--- src/rtl/ring_osc_pkg.sv ---
// Shared types and helpers for the ring oscillator trim controller.
// Holds the controller state encoding and the code-to-thermometer mapping.
package ring_osc_pkg;

    typedef enum logic [2:0] {
        IDLE,
        START,
        SETTLE,
        MEASURE,
        ADJUST
    } state_t;

    localparam int TRIM_W   = 26;
    localparam int CODE_MAX = 26;
    localparam int CODE_W   = 5;

    // Thermometer: the low c bits set, primary bits fill before secondary.
    function automatic logic [TRIM_W-1:0] code_to_trim(
        input logic [CODE_W-1:0] c
    );
        logic [TRIM_W-1:0] t;
        t = '0;
        for (int i = 0; i < TRIM_W; i++) begin
            t[i] = (i < int'(c));
        end
        return t;
    endfunction

endpackage

--- src/rtl/osc_edge_counter.sv ---
// Synchronises the divided oscillator clock and counts its rising edges.
// The count saturates at all-ones; count_next is the value after this edge.
module osc_edge_counter #(
    parameter int CNT_W = 16
) (
    input  logic             clock,
    input  logic             reset,
    input  logic             osc_div_in,
    input  logic             clear,
    input  logic             count_en,
    output logic [CNT_W-1:0] count_next
);

    logic             sync1;
    logic             sync2;
    logic             prev;
    logic             rise;
    logic [CNT_W-1:0] count;

    // Two-flop synchroniser followed by a delayed copy for edge detection.
    always_ff @(posedge clock) begin
        if (reset) begin
            sync1 <= 1'b0;
            sync2 <= 1'b0;
            prev  <= 1'b0;
        end else begin
            sync1 <= osc_div_in;
            sync2 <= sync1;
            prev  <= sync2;
        end
    end

    assign rise = sync2 & ~prev;

    // Clear wins over counting; counting stops at all-ones.
    always_comb begin
        count_next = count;
        if (clear) begin
            count_next = '0;
        end else if (count_en && rise && (count != '1)) begin
            count_next = count + 1'b1;
        end
    end

    // Edge count register.
    always_ff @(posedge clock) begin
        if (reset) begin
            count <= '0;
        end else begin
            count <= count_next;
        end
    end

endmodule

--- src/rtl/ring_osc_trim_ctrl.sv ---
// Frequency-locked trim loop for the 13-stage ring oscillator.
// Counts divided-clock edges per window and steps a thermometer trim.
module ring_osc_trim_ctrl
    import ring_osc_pkg::*;
#(
    parameter int WINDOW        = 1024,
    parameter int CNT_W         = 16,
    parameter int TOL           = 2,
    parameter int LOCK_HITS     = 4,
    parameter int RST_CYCLES    = 16,
    parameter int SETTLE_CYCLES = 8
) (
    input  logic              clock,
    input  logic              reset,
    input  logic              enable,
    input  logic              manual_mode,
    input  logic [CODE_W-1:0] manual_code,
    input  logic [CNT_W-1:0]  target_count,
    input  logic              osc_div_in,
    output logic [TRIM_W-1:0] trim,
    output logic              osc_reset,
    output logic [CODE_W-1:0] code,
    output logic [CNT_W-1:0]  meas_count,
    output logic              locked,
    output logic              saturated,
    output logic              busy
);

    localparam int TMAX_A = (WINDOW > RST_CYCLES) ? WINDOW : RST_CYCLES;
    localparam int TMAX   = (TMAX_A > SETTLE_CYCLES) ? TMAX_A : SETTLE_CYCLES;
    localparam int TMR_W  = $clog2(TMAX + 1);
    localparam int HIT_W  = $clog2(LOCK_HITS + 1);

    localparam logic [CODE_W-1:0] CMAX = CODE_W'(CODE_MAX);
    localparam logic [HIT_W-1:0]  HMAX = HIT_W'(LOCK_HITS);

    state_t             state;
    state_t             state_n;
    logic [TMR_W-1:0]   timer;
    logic [TMR_W-1:0]   timer_n;
    logic [CODE_W-1:0]  code_n;
    logic [HIT_W-1:0]   hits;
    logic [HIT_W-1:0]   hits_n;
    logic               locked_n;
    logic               sat_n;
    logic               clear;
    logic               count_en;
    logic               latch;
    logic [CODE_W-1:0]  man_tgt;
    logic [CNT_W:0]     band_hi;
    logic [CNT_W:0]     band_lo;
    logic [CNT_W:0]     meas_x;
    logic [CNT_W-1:0]   count_next;

    osc_edge_counter #(
        .CNT_W (CNT_W)
    ) u_cnt (
        .clock      (clock),
        .reset      (reset),
        .osc_div_in (osc_div_in),
        .clear      (clear),
        .count_en   (count_en),
        .count_next (count_next)
    );

    // Lock band limits, one bit wider than the count; low edge clamps at 0.
    always_comb begin
        meas_x  = {1'b0, meas_count};
        band_hi = {1'b0, target_count} + (CNT_W+1)'(TOL);
        band_lo = '0;
        if (target_count >= CNT_W'(TOL)) begin
            band_lo = {1'b0, target_count} - (CNT_W+1)'(TOL);
        end
        man_tgt = (manual_code > CMAX) ? CMAX : manual_code;
    end

    // Next state, timer, trim code and lock bookkeeping.
    always_comb begin
        state_n  = state;
        timer_n  = timer + 1'b1;
        code_n   = code;
        hits_n   = hits;
        locked_n = locked;
        sat_n    = saturated;
        clear    = 1'b0;
        count_en = 1'b0;
        latch    = 1'b0;
        unique case (state)
            IDLE: begin
                timer_n = '0;
                if (enable) state_n = START;
            end
            START: begin
                if (timer == TMR_W'(RST_CYCLES - 1)) begin
                    state_n = SETTLE;
                    timer_n = '0;
                end
            end
            SETTLE: begin
                if (timer == TMR_W'(SETTLE_CYCLES - 1)) begin
                    clear   = 1'b1;
                    state_n = MEASURE;
                    timer_n = '0;
                end
            end
            MEASURE: begin
                count_en = 1'b1;
                if (timer == TMR_W'(WINDOW - 1)) begin
                    latch   = 1'b1;
                    state_n = ADJUST;
                    timer_n = '0;
                end
            end
            ADJUST: begin
                state_n = SETTLE;
                timer_n = '0;
                if (!manual_mode) begin
                    unique case (1'b1)
                        (meas_x > band_hi): begin
                            hits_n   = '0;
                            locked_n = 1'b0;
                            if (code == CMAX) sat_n = 1'b1;
                            else code_n = code + 1'b1;
                        end
                        (meas_x < band_lo): begin
                            hits_n   = '0;
                            locked_n = 1'b0;
                            if (code == '0) sat_n = 1'b1;
                            else code_n = code - 1'b1;
                        end
                        default: begin
                            sat_n    = 1'b0;
                            hits_n   = (hits == HMAX) ? hits : hits + 1'b1;
                            locked_n = (hits_n == HMAX);
                        end
                    endcase
                end
            end
            default: state_n = IDLE;
        endcase
        if (manual_mode && (state inside {SETTLE, MEASURE, ADJUST})) begin
            locked_n = 1'b0;
            hits_n   = '0;
            if (code < man_tgt) code_n = code + 1'b1;
            else if (code > man_tgt) code_n = code - 1'b1;
        end
        if (!enable) begin
            state_n  = IDLE;
            timer_n  = '0;
            hits_n   = '0;
            locked_n = 1'b0;
            sat_n    = 1'b0;
        end
    end

    // State and output registers; trim tracks the code one bit per step.
    always_ff @(posedge clock) begin
        if (reset) begin
            state      <= IDLE;
            timer      <= '0;
            code       <= '0;
            hits       <= '0;
            locked     <= 1'b0;
            saturated  <= 1'b0;
            meas_count <= '0;
            trim       <= '0;
            osc_reset  <= 1'b1;
            busy       <= 1'b0;
        end else begin
            state     <= state_n;
            timer     <= timer_n;
            code      <= code_n;
            hits      <= hits_n;
            locked    <= locked_n;
            saturated <= sat_n;
            if (latch) meas_count <= count_next;
            trim      <= code_to_trim(code_n);
            osc_reset <= (state_n == IDLE) || (state_n == START);
            busy      <= (state_n != IDLE);
        end
    end

endmodule

--- config.mk ---
export PLATFORM = sky130hd
export DESIGN_NAME = ring_osc_trim_ctrl
export DESIGN_NICKNAME = d
export VERILOG_FILES = /design/src/rtl/ring_osc_pkg.sv /design/src/rtl/osc_edge_counter.sv /design/src/rtl/ring_osc_trim_ctrl.sv
export SDC_FILE = /design/constraint.sdc
export NUM_CORES = 1
export LEC_CHECK = 0
export BUFFER_PORTS_ARGS = -buffer_cell sky130_fd_sc_hd__buf_2
export CORE_ASPECT_RATIO = 0.6
export CORE_MARGIN = 2
export CORE_UTILIZATION = 50
export DETAILED_ROUTE_END_ITERATION = 10
export PLACE_DENSITY = 0.74
export RECOVER_POWER = 100
export SYNTH_ARGS = -nofsm -noshare
export SYNTH_HDL_FRONTEND = slang
export SYNTH_SLANG_ARGS = --single-unit
--- constraint.sdc ---
create_clock -name clock -period 5.4 [get_ports clock]
set_clock_uncertainty 0.05 [all_clocks]
set_input_delay 0.27 -clock clock [delete_from_list [all_inputs] [get_ports clock]]
set_output_delay 0.27 -clock clock [all_outputs]
set_load 0.005 [all_outputs]
==> results of run 1 <==
-- cell usage after synthesis (all sizes together), types with 6 or more instances --
library cell and number:
dfxtp 86, nor2 81, nand2 51, a21oi 46, ha 45, nor3 33, xor2 30, inv 27
nand3 27, clkbuf 21, xnor2 20, o21ai 19, nand4 15, and3 14, nor4 10, a211oi 9
a31oi 9, buf 7, o21a 7, and4 6, or2 6
-- sequential cells by signal, indices dropped and copies added, names as in the netlist --
name         count
busy             1
code             4
hits             3
locked           1
meas_count      16
osc_reset        1
saturated        1
state            3
timer           11
trim            26
u_cnt.count     16
u_cnt.prev       1
u_cnt.sync1      1
u_cnt.sync2      1
-- area by class of cell --
cell class	instances	area share
Clock inverter	5	0.0142
Inverter	27	0.0171
Sequential cell	86	0.291
Multi-Input combinational cell	494	0.546
Tap cell	135	0.0285
Clock buffer	11	0.0393
Timing Repair Buffer	82	0.0645
-- metrics by stage --
| step | total power, W | hold slack [ns] | instance area [um^2] | worst slack, ns | std cells |
|---|---|---|---|---|---|
| after floorplan | 0.000704 | 0.348 | 5220 | 0.810 | 635 |
| after global routing | 0.00142 | 0.0959 | 5920 | 0.313 | 840 |
| final | 0.00138 | 0.0858 | 5920 | 0.639 | 840 |
| after global placement | 0.000729 | 0.390 | 5690 | 0.559 | 824 |
| after CTS | 0.00139 | 0.0777 | 6010 | 0.757 | 840 |
| after detailed placement | 0.000733 | 0.400 | 5690 | 0.390 | 824 |
-- power by group through the flow --
stage	logic [W]	clock network, W	registers [W]
6_report	0.0000832	0.000655	0.000637
4_1_cts	0.0000824	0.000666	0.000637
2_1_floorplan	0.0000532	0	0.000651
3_3_place_gp	0.0000777	0	0.000651
5_1_grt	0.0000929	0.000692	0.000637
3_5_place_dp	0.0000817	0	0.000651
-- kinds of logic (layout without fill, tap and decap cells) --
| logic type | Yosys count | in the layout | share of synthesized area |
|---|---|---|---|
| AOI/OAI and AO/OA | 125 | 125 | 0.168 |
| xor gates and xnor gates | 50 | 50 | 0.0839 |
| adders and majority gates | 45 | 45 | 0.108 |
| buffers and inverters | 55 | 125 | 0.0434 |
| DFF | 86 | 86 | 0.330 |
| muxes | 3 | 3 | 0.00576 |
| and+or+nand+nor | 271 | 271 | 0.261 |
-- cell usage in the layout, fill, tap and decap left out, types with 3 or more instances in the layout --
master | Yosys | routed
a21oi_1 | 45 | 46
nand2_1 | 49 | 49
xor2_1 | 30 | 30
clkbuf_16 | 0 | 9
nor3_1 | 32 | 32
nand3_1 | 27 | 27
or3_1 | 4 | 4
and3_1 | 14 | 14
a31oi_1 | 9 | 9
nor2_1 | 79 | 80
or2_2 | 4 | 4
ha_1 | 45 | 45
nand2b_1 | 5 | 5
inv_1 | 27 | 27
and4_1 | 6 | 6
nand3b_1 | 5 | 5
mux2i_1 | 3 | 3
o211ai_1 | 3 | 3
nor2b_1 | 5 | 5
o31ai_1 | 4 | 5
xnor2_1 | 20 | 20
a211oi_1 | 9 | 9
clkbuf_1 | 20 | 29
dfxtp_1 | 86 | 86
nand4_1 | 15 | 15
nor4_1 | 10 | 9
o31a_1 | 3 | 3
o21ai_0 | 14 | 17
o21a_1 | 7 | 7
buf_2 | 3 | 53
-- worst max-delay path by stage --
stage                                 from             endpoint  slack, ns  cells past startpoint
final                     target_count[10]  trim[10]$_SDFF_PP0_       0.64                     17
after global routing      target_count[10]   trim[2]$_SDFF_PP0_       0.31                     16
after CTS                 target_count[10]   trim[4]$_SDFF_PP0_       0.76                     17
after detailed placement  target_count[10]   trim[4]$_SDFF_PP0_       0.39                     17
after global placement    target_count[10]   trim[4]$_SDFF_PP0_       0.56                     17
after floorplan           target_count[10]  trim[13]$_SDFF_PP0_       0.81                     19
-- metal layers --
metal | routed length, um | GRT usage | up-vias | share of wire
li1 | - | - | 2405 | -
met1 | 7070 | 0.371 | 2319 | 0.52
met2 | 5530 | 0.332 | 173 | 0.40
met3 | 932 | 0.0598 | 17 | 0.068
met4 | 156 | 0.0578 | 0 | 0.011
met5 | 0 | 0 | - | 0
==> qor.txt, run 1 <==
Clk pin slew, worst setup/hold paths = 0.06 ns
Worst relative slew slack = -0.547
H-tree lvl count = 3
Setup violations, final = 0
CP max FO = 9
Reg2reg end = trim[2]$_SDFF_PP0_
Clock sinks = 86
Post-synth top flop = dfxtp_1
Via count = 4,914
Reg2reg setup slack = 1.60 ns
Drt pass-1 iters = 5
Max IR drop VDD = 0.203 mV
WL/cell = 16.3 um
GR Util All Layers = 0.242
Clk root buf = clkbuf_16
Internal Power = 0.00107 W
Top cell type's share of synthesized area = 0.330
Port bufs = 76
Worst-path cell with the longest stage delay = or4b_1
Leak = 2.45 nW
Status = finished, violations left
Crit path capture type = flip-flop
Routability-driven placement congestion ratio = 0.910
CTS resizes = 0
FMAX = 210 MHz
Number of global-route vias before repair = 4,326
Type of the worst min-delay path = input pin to flip-flop
FF-to-FF path depth = 11
Pin count of the biggest net entering global routing = 53
Synth warn = 0
Post-synth top area cell = dfxtp_1
TritonCTS Buffers = 9
TNS Setup = 0 ns
Hold-fix buffer count after cts = 0
Sequential share of the synthesized area = 0.330
Delay-heaviest family, CP = simple AND/OR/NAND/NOR gates
Final ANT Viol Nets = 0
Synthesized flop and latch total = 86
Final-layout fill cell count = 964
Max Cap Viol = 1
Psw = 0.000302 W
Total setup buffers inserted after CTS = 0
WL final = 13.7 mm
Worst hold endpoint = u_cnt.sync1$_SDFF_PP0_
Clock buffer depth = 2
Tmin final = 4.76 ns
Max incr delay on CP = 0.54 ns
Fin util = 0.591
First-pass GRT wire length = 21.8 mm
Remaining Overflow, GRT = 0
Diode count = 0
Initial Utilization = 0.521
Switch share = 0.220
CP required = 5.55 ns
Top-Level Pins = 77
Iter 0 DRT Violations = 448
Critical path cell sequence = buf_2 -> or4_4 -> or4b_1 -> or3b_1 -> clkbuf_1 -> nand2_1 -> ha_1 -> a211oi_1 -> nor2_1 -> nor3_1 -> o2111ai_1 -> nand2_4 -> o21ai_4 -> a221oi_2 -> or2_0 -> clkbuf_1 -> a31oi_1
Post-DP HPWL = 10.3 mm
Seq. cell area = 1720 um^2
Final hold vios = 0
Cell Rows = 28
Area growth syn-to-layout = 13.5%
Clk pwr share = 0.476
Sequential share of power = 0.463
Synth Instances = 635
Asr flop ratio synth = 0
Core Region = 10,000 um^2
PwrDens = 232 nW/um^2
CP bufs+invs = 3
Failing checks = capacitance limit, slew limit
Nets = 771
DRC = 0
Layout cell share with drive strength beyond 1 = 0.123
Top cells by area, synth = dfxtp_1 (33%), ha_1 (11%), nor2_1 (5.7%), xor2_1 (5.0%), a21oi_1 (4.3%)
Slew @ Worst Pin = 2.32 ns
Worst setup SP type = input pin
Multi-input gate area = 3230 um^2
Die W = 136 um
Slew Limit Fails = 53
Worst-skew pair later-pin latency = 0.34 ns
Mean Syn Cell Area = 8.22 um^2
Yosys cell types = 71
RSZ-0062 raised after global routing = false
R2R Path Start = meas_count[8]$_SDFFE_PP0P_
Crit path DAT = 4.92 ns
Final worst path period share = 0.882
Synthesized net count = 706
Die height = 83.1 um
Logic pwr share = 0.060
DR vias/cell = 5.85
Post-synth EDFFs = 0
CP Class = input pin to flip-flop
Hold depth = 2
Die area = 11,300 um^2
Initial antenna violation count = 0
CTS tree = yes
Cell mode on critical path = clkbuf_1
Hold Path Origin = osc_div_in
Synthesized area = 5220 um^2
Note: power is estimated with default switching activity, not from simulation.
==> run 2, diff against run 1 <==
Settings changed: PLACE_DENSITY 0.74 to 0.77.
Clock period 5.4 ns to 4 ns, I/O delays scaled along.
==> qor.txt, run 2 (same netlist as run 1, synthesis figures left out) <==
Critical path cell sequence = buf_6 -> or4_4 -> or4b_4 -> or3b_4 -> buf_6 -> buf_6 -> nand2_4 -> ha_4 -> nand4_1 -> or2_4 -> o2111ai_4 -> nand2_4 -> buf_12 -> a32oi_4 -> nor2_4 -> a311oi_4 -> buf_4 -> and2_4 -> a31oi_1
Clk root buf = clkbuf_16
Seq. cell area = 1720 um^2 (unchanged)
Clock sinks = 86 (unchanged)
Slew @ Worst Pin = 1.08 ns (-1.24 ns)
Drt pass-1 iters = 5 (unchanged)
Type of the worst min-delay path = input pin to flip-flop
Max Cap Viol = 0 (-1)
Most frequent cells in the layout = dfxtp_1 (86), nor2_1 (77), buf_2 (76)
Port bufs = 76 (unchanged)
Setup slack after layout = -0.0171 ns (-0.656 ns)
Area growth syn-to-layout = 27.7%
Initial antenna violation count = 0 (unchanged)
Max reg flops = 26 (unchanged)
Cell Rows = 28 (unchanged)
TritonCTS Buffers = 9 (unchanged)
Final ANT Viol Nets = 0 (unchanged)
Remaining Overflow, GRT = 0 (unchanged)
Final-layout fill cell count = 822 (-15%)
WL final = 15.1 mm (+10%)
Slew Limit Fails = 0 (-100%)
Cell mode on critical path = buf_6
Routability-driven placement congestion ratio = 1.00 (+10%)
Tmin final = 4.02 ns
Status = finished, violations left
Multi-input gate area = 3520 um^2 (+9.1%)
DRC = 0 (unchanged)
Leading registers by flop count = trim: 26 flops, meas_count: 16 flops, u_cnt.count: 16 flops
Iter 0 DRT Violations = 642 (+43%)
CP max FO = 6 (-3)
Worst-skew pair later-pin latency = 0.35 ns (about the same)
TNS Setup = -0.0386 ns (-0.0386 ns)
Die area = 11,300 um^2 (unchanged)
Max incr delay on CP = 0.52 ns (-0.02 ns)
Die height = 83.1 um (unchanged)
Total power = 0.00180 W (+31%)
Die W = 136 um (unchanged)
Number of global-route vias before repair = 4,747 (+9.7%)
Crit path DAT = 4.15 ns (-0.77 ns)
CP Class = input pin to flip-flop
CTS tree = yes
Worst-path cell with the longest stage delay = or4_4
Nets = 825 (+7.0%)
Worst setup SP type = input pin
Most common cell after layout, fill and taps aside = dfxtp_1
Clk pin slew, worst setup/hold paths = 0.07 ns (about the same)
CP required = 4.13 ns (-1.42 ns)
First-pass GRT wire length = 23.7 mm (+9.0%)
Layout cell share with drive strength beyond 1 = 0.278 (+0.155)
RSZ-0062 raised after global routing = true
FMAX = 249 MHz
Crit path capture type = flip-flop
Leak = 2.87 nW (+17%)
Via count = 5,219 (+6.2%)
Initial Utilization = 0.521 (unchanged)
WL/cell = 16.9 um (+3.4%)
Final hold vios = 0 (unchanged)
Top-Level Pins = 77 (unchanged)
Max IR drop VDD = 0.214 mV (+5.6%)
Biggest register = trim
DR vias/cell = 5.84 (-0.21%)
Failing checks = setup timing
GR Util All Layers = 0.262 (+0.0204)
Worst relative slew slack = 0.280 (+0.827)
Pin count of the biggest net entering global routing = 53 (unchanged)
Core Region = 10,000 um^2 (unchanged)
Final worst path period share = 1.00
Clock buffer depth = 2 (unchanged)
Setup violations, final = 4 (+4)
Hold-fix buffer count after cts = 0 (unchanged)
PwrDens = 270 nW/um^2 (+16%)
Diode count = 0 (unchanged)
H-tree lvl count = 3 (unchanged)
Post-DP HPWL = 11.0 mm (+7.0%)
-- run 2: cell types whose count changed in the layout (fill, tap and decap cells not counted), moves of 4 or more --
cell      previous run  this run
buf_2               53        76
buf_4                2        54
buf_6                0         5
clkbuf_1            29         0
ha_1                45        41
ha_4                 0         4
nand2_1             49        44
o21ai_0             17        10
o21ai_1              1         6
-- run 2: metrics by stage --
stage / hold slack [ns] / instance area [um^2] / setup WS, ns / util / cells
6_report: 0.00682 / 6660 / -0.0171 / 0.665 / 894
5_1_grt: 0.0221 / 6660 / -0.129 / 0.665 / 894
4_1_cts: 0.00457 / 6410 / 0.0107 / 0.640 / 889
3_5_place_dp: 0.367 / 6080 / -0.475 / 0.607 / 871
3_3_place_gp: 0.359 / 6080 / -0.446 / 0.607 / 871
2_1_floorplan: 0.278 / 5290 / -0.367 / - / 635
-- run 2: area by class of cell --
type	instances	share of cell area
clock inverter	6	0.00695
clock buffer	10	0.0359
multi-input combinational	494	0.529
inverter	27	0.0152
timing repair buffer	136	0.129
tap	135	0.0253
sequential	86	0.258
-- run 2: critical path, delay by kind of cell --
family	cells	cell delay, ns
AO/OA/AOI/OAI	4	0.84
adder cells (fa/ha/maj)	1	0.13
buffers and inverters	5	0.70
AND/OR/NAND/NOR	9	2.26
-- run 2: worst paths after layout --
check | depth (start not counted) | slack (ns) | end | start
max | 19 | -0.02 | trim[1]$_SDFF_PP0_ | target_count[12]
min | 2 | 0.007 | u_cnt.sync1$_SDFF_PP0_ | osc_div_in
max reg2reg | 13 | 0.65 | trim[13]$_SDFF_PP0_ | code[0]$_SDFF_PP0_
min reg2reg | 1 | 0.42 | u_cnt.prev$_SDFF_PP0_ | u_cnt.sync2$_SDFF_PP0_
-- run 2: report_power, final --
part / switching [W] / total, W / internal (W)
logic: 0.0000800 / 0.000144 / 0.0000640
registers: 0.00000136 / 0.000860 / 0.000859
clock network: 0.000356 / 0.000798 / 0.000442
total: 0.000438 / 0.00180 / 0.00136
-- run 2: timing repair --
action / in CTS / in global routing
cloned: 0 / 1
hold endpoints to repair: 0 / 0
buffers inserted: 2 / 5
resized for setup: 10 / 38
endpoints found under the setup margin: 25 / 28
pin swaps: 5 / 18
-- run 2: routing by layer --
layer  global-route usage  share of wire  wire (um)
met3               0.0604          0.087       1310
met1                0.388           0.47       7020
met5                    0              0          0
met4               0.0492          0.013        197
met2                0.389           0.43       6540
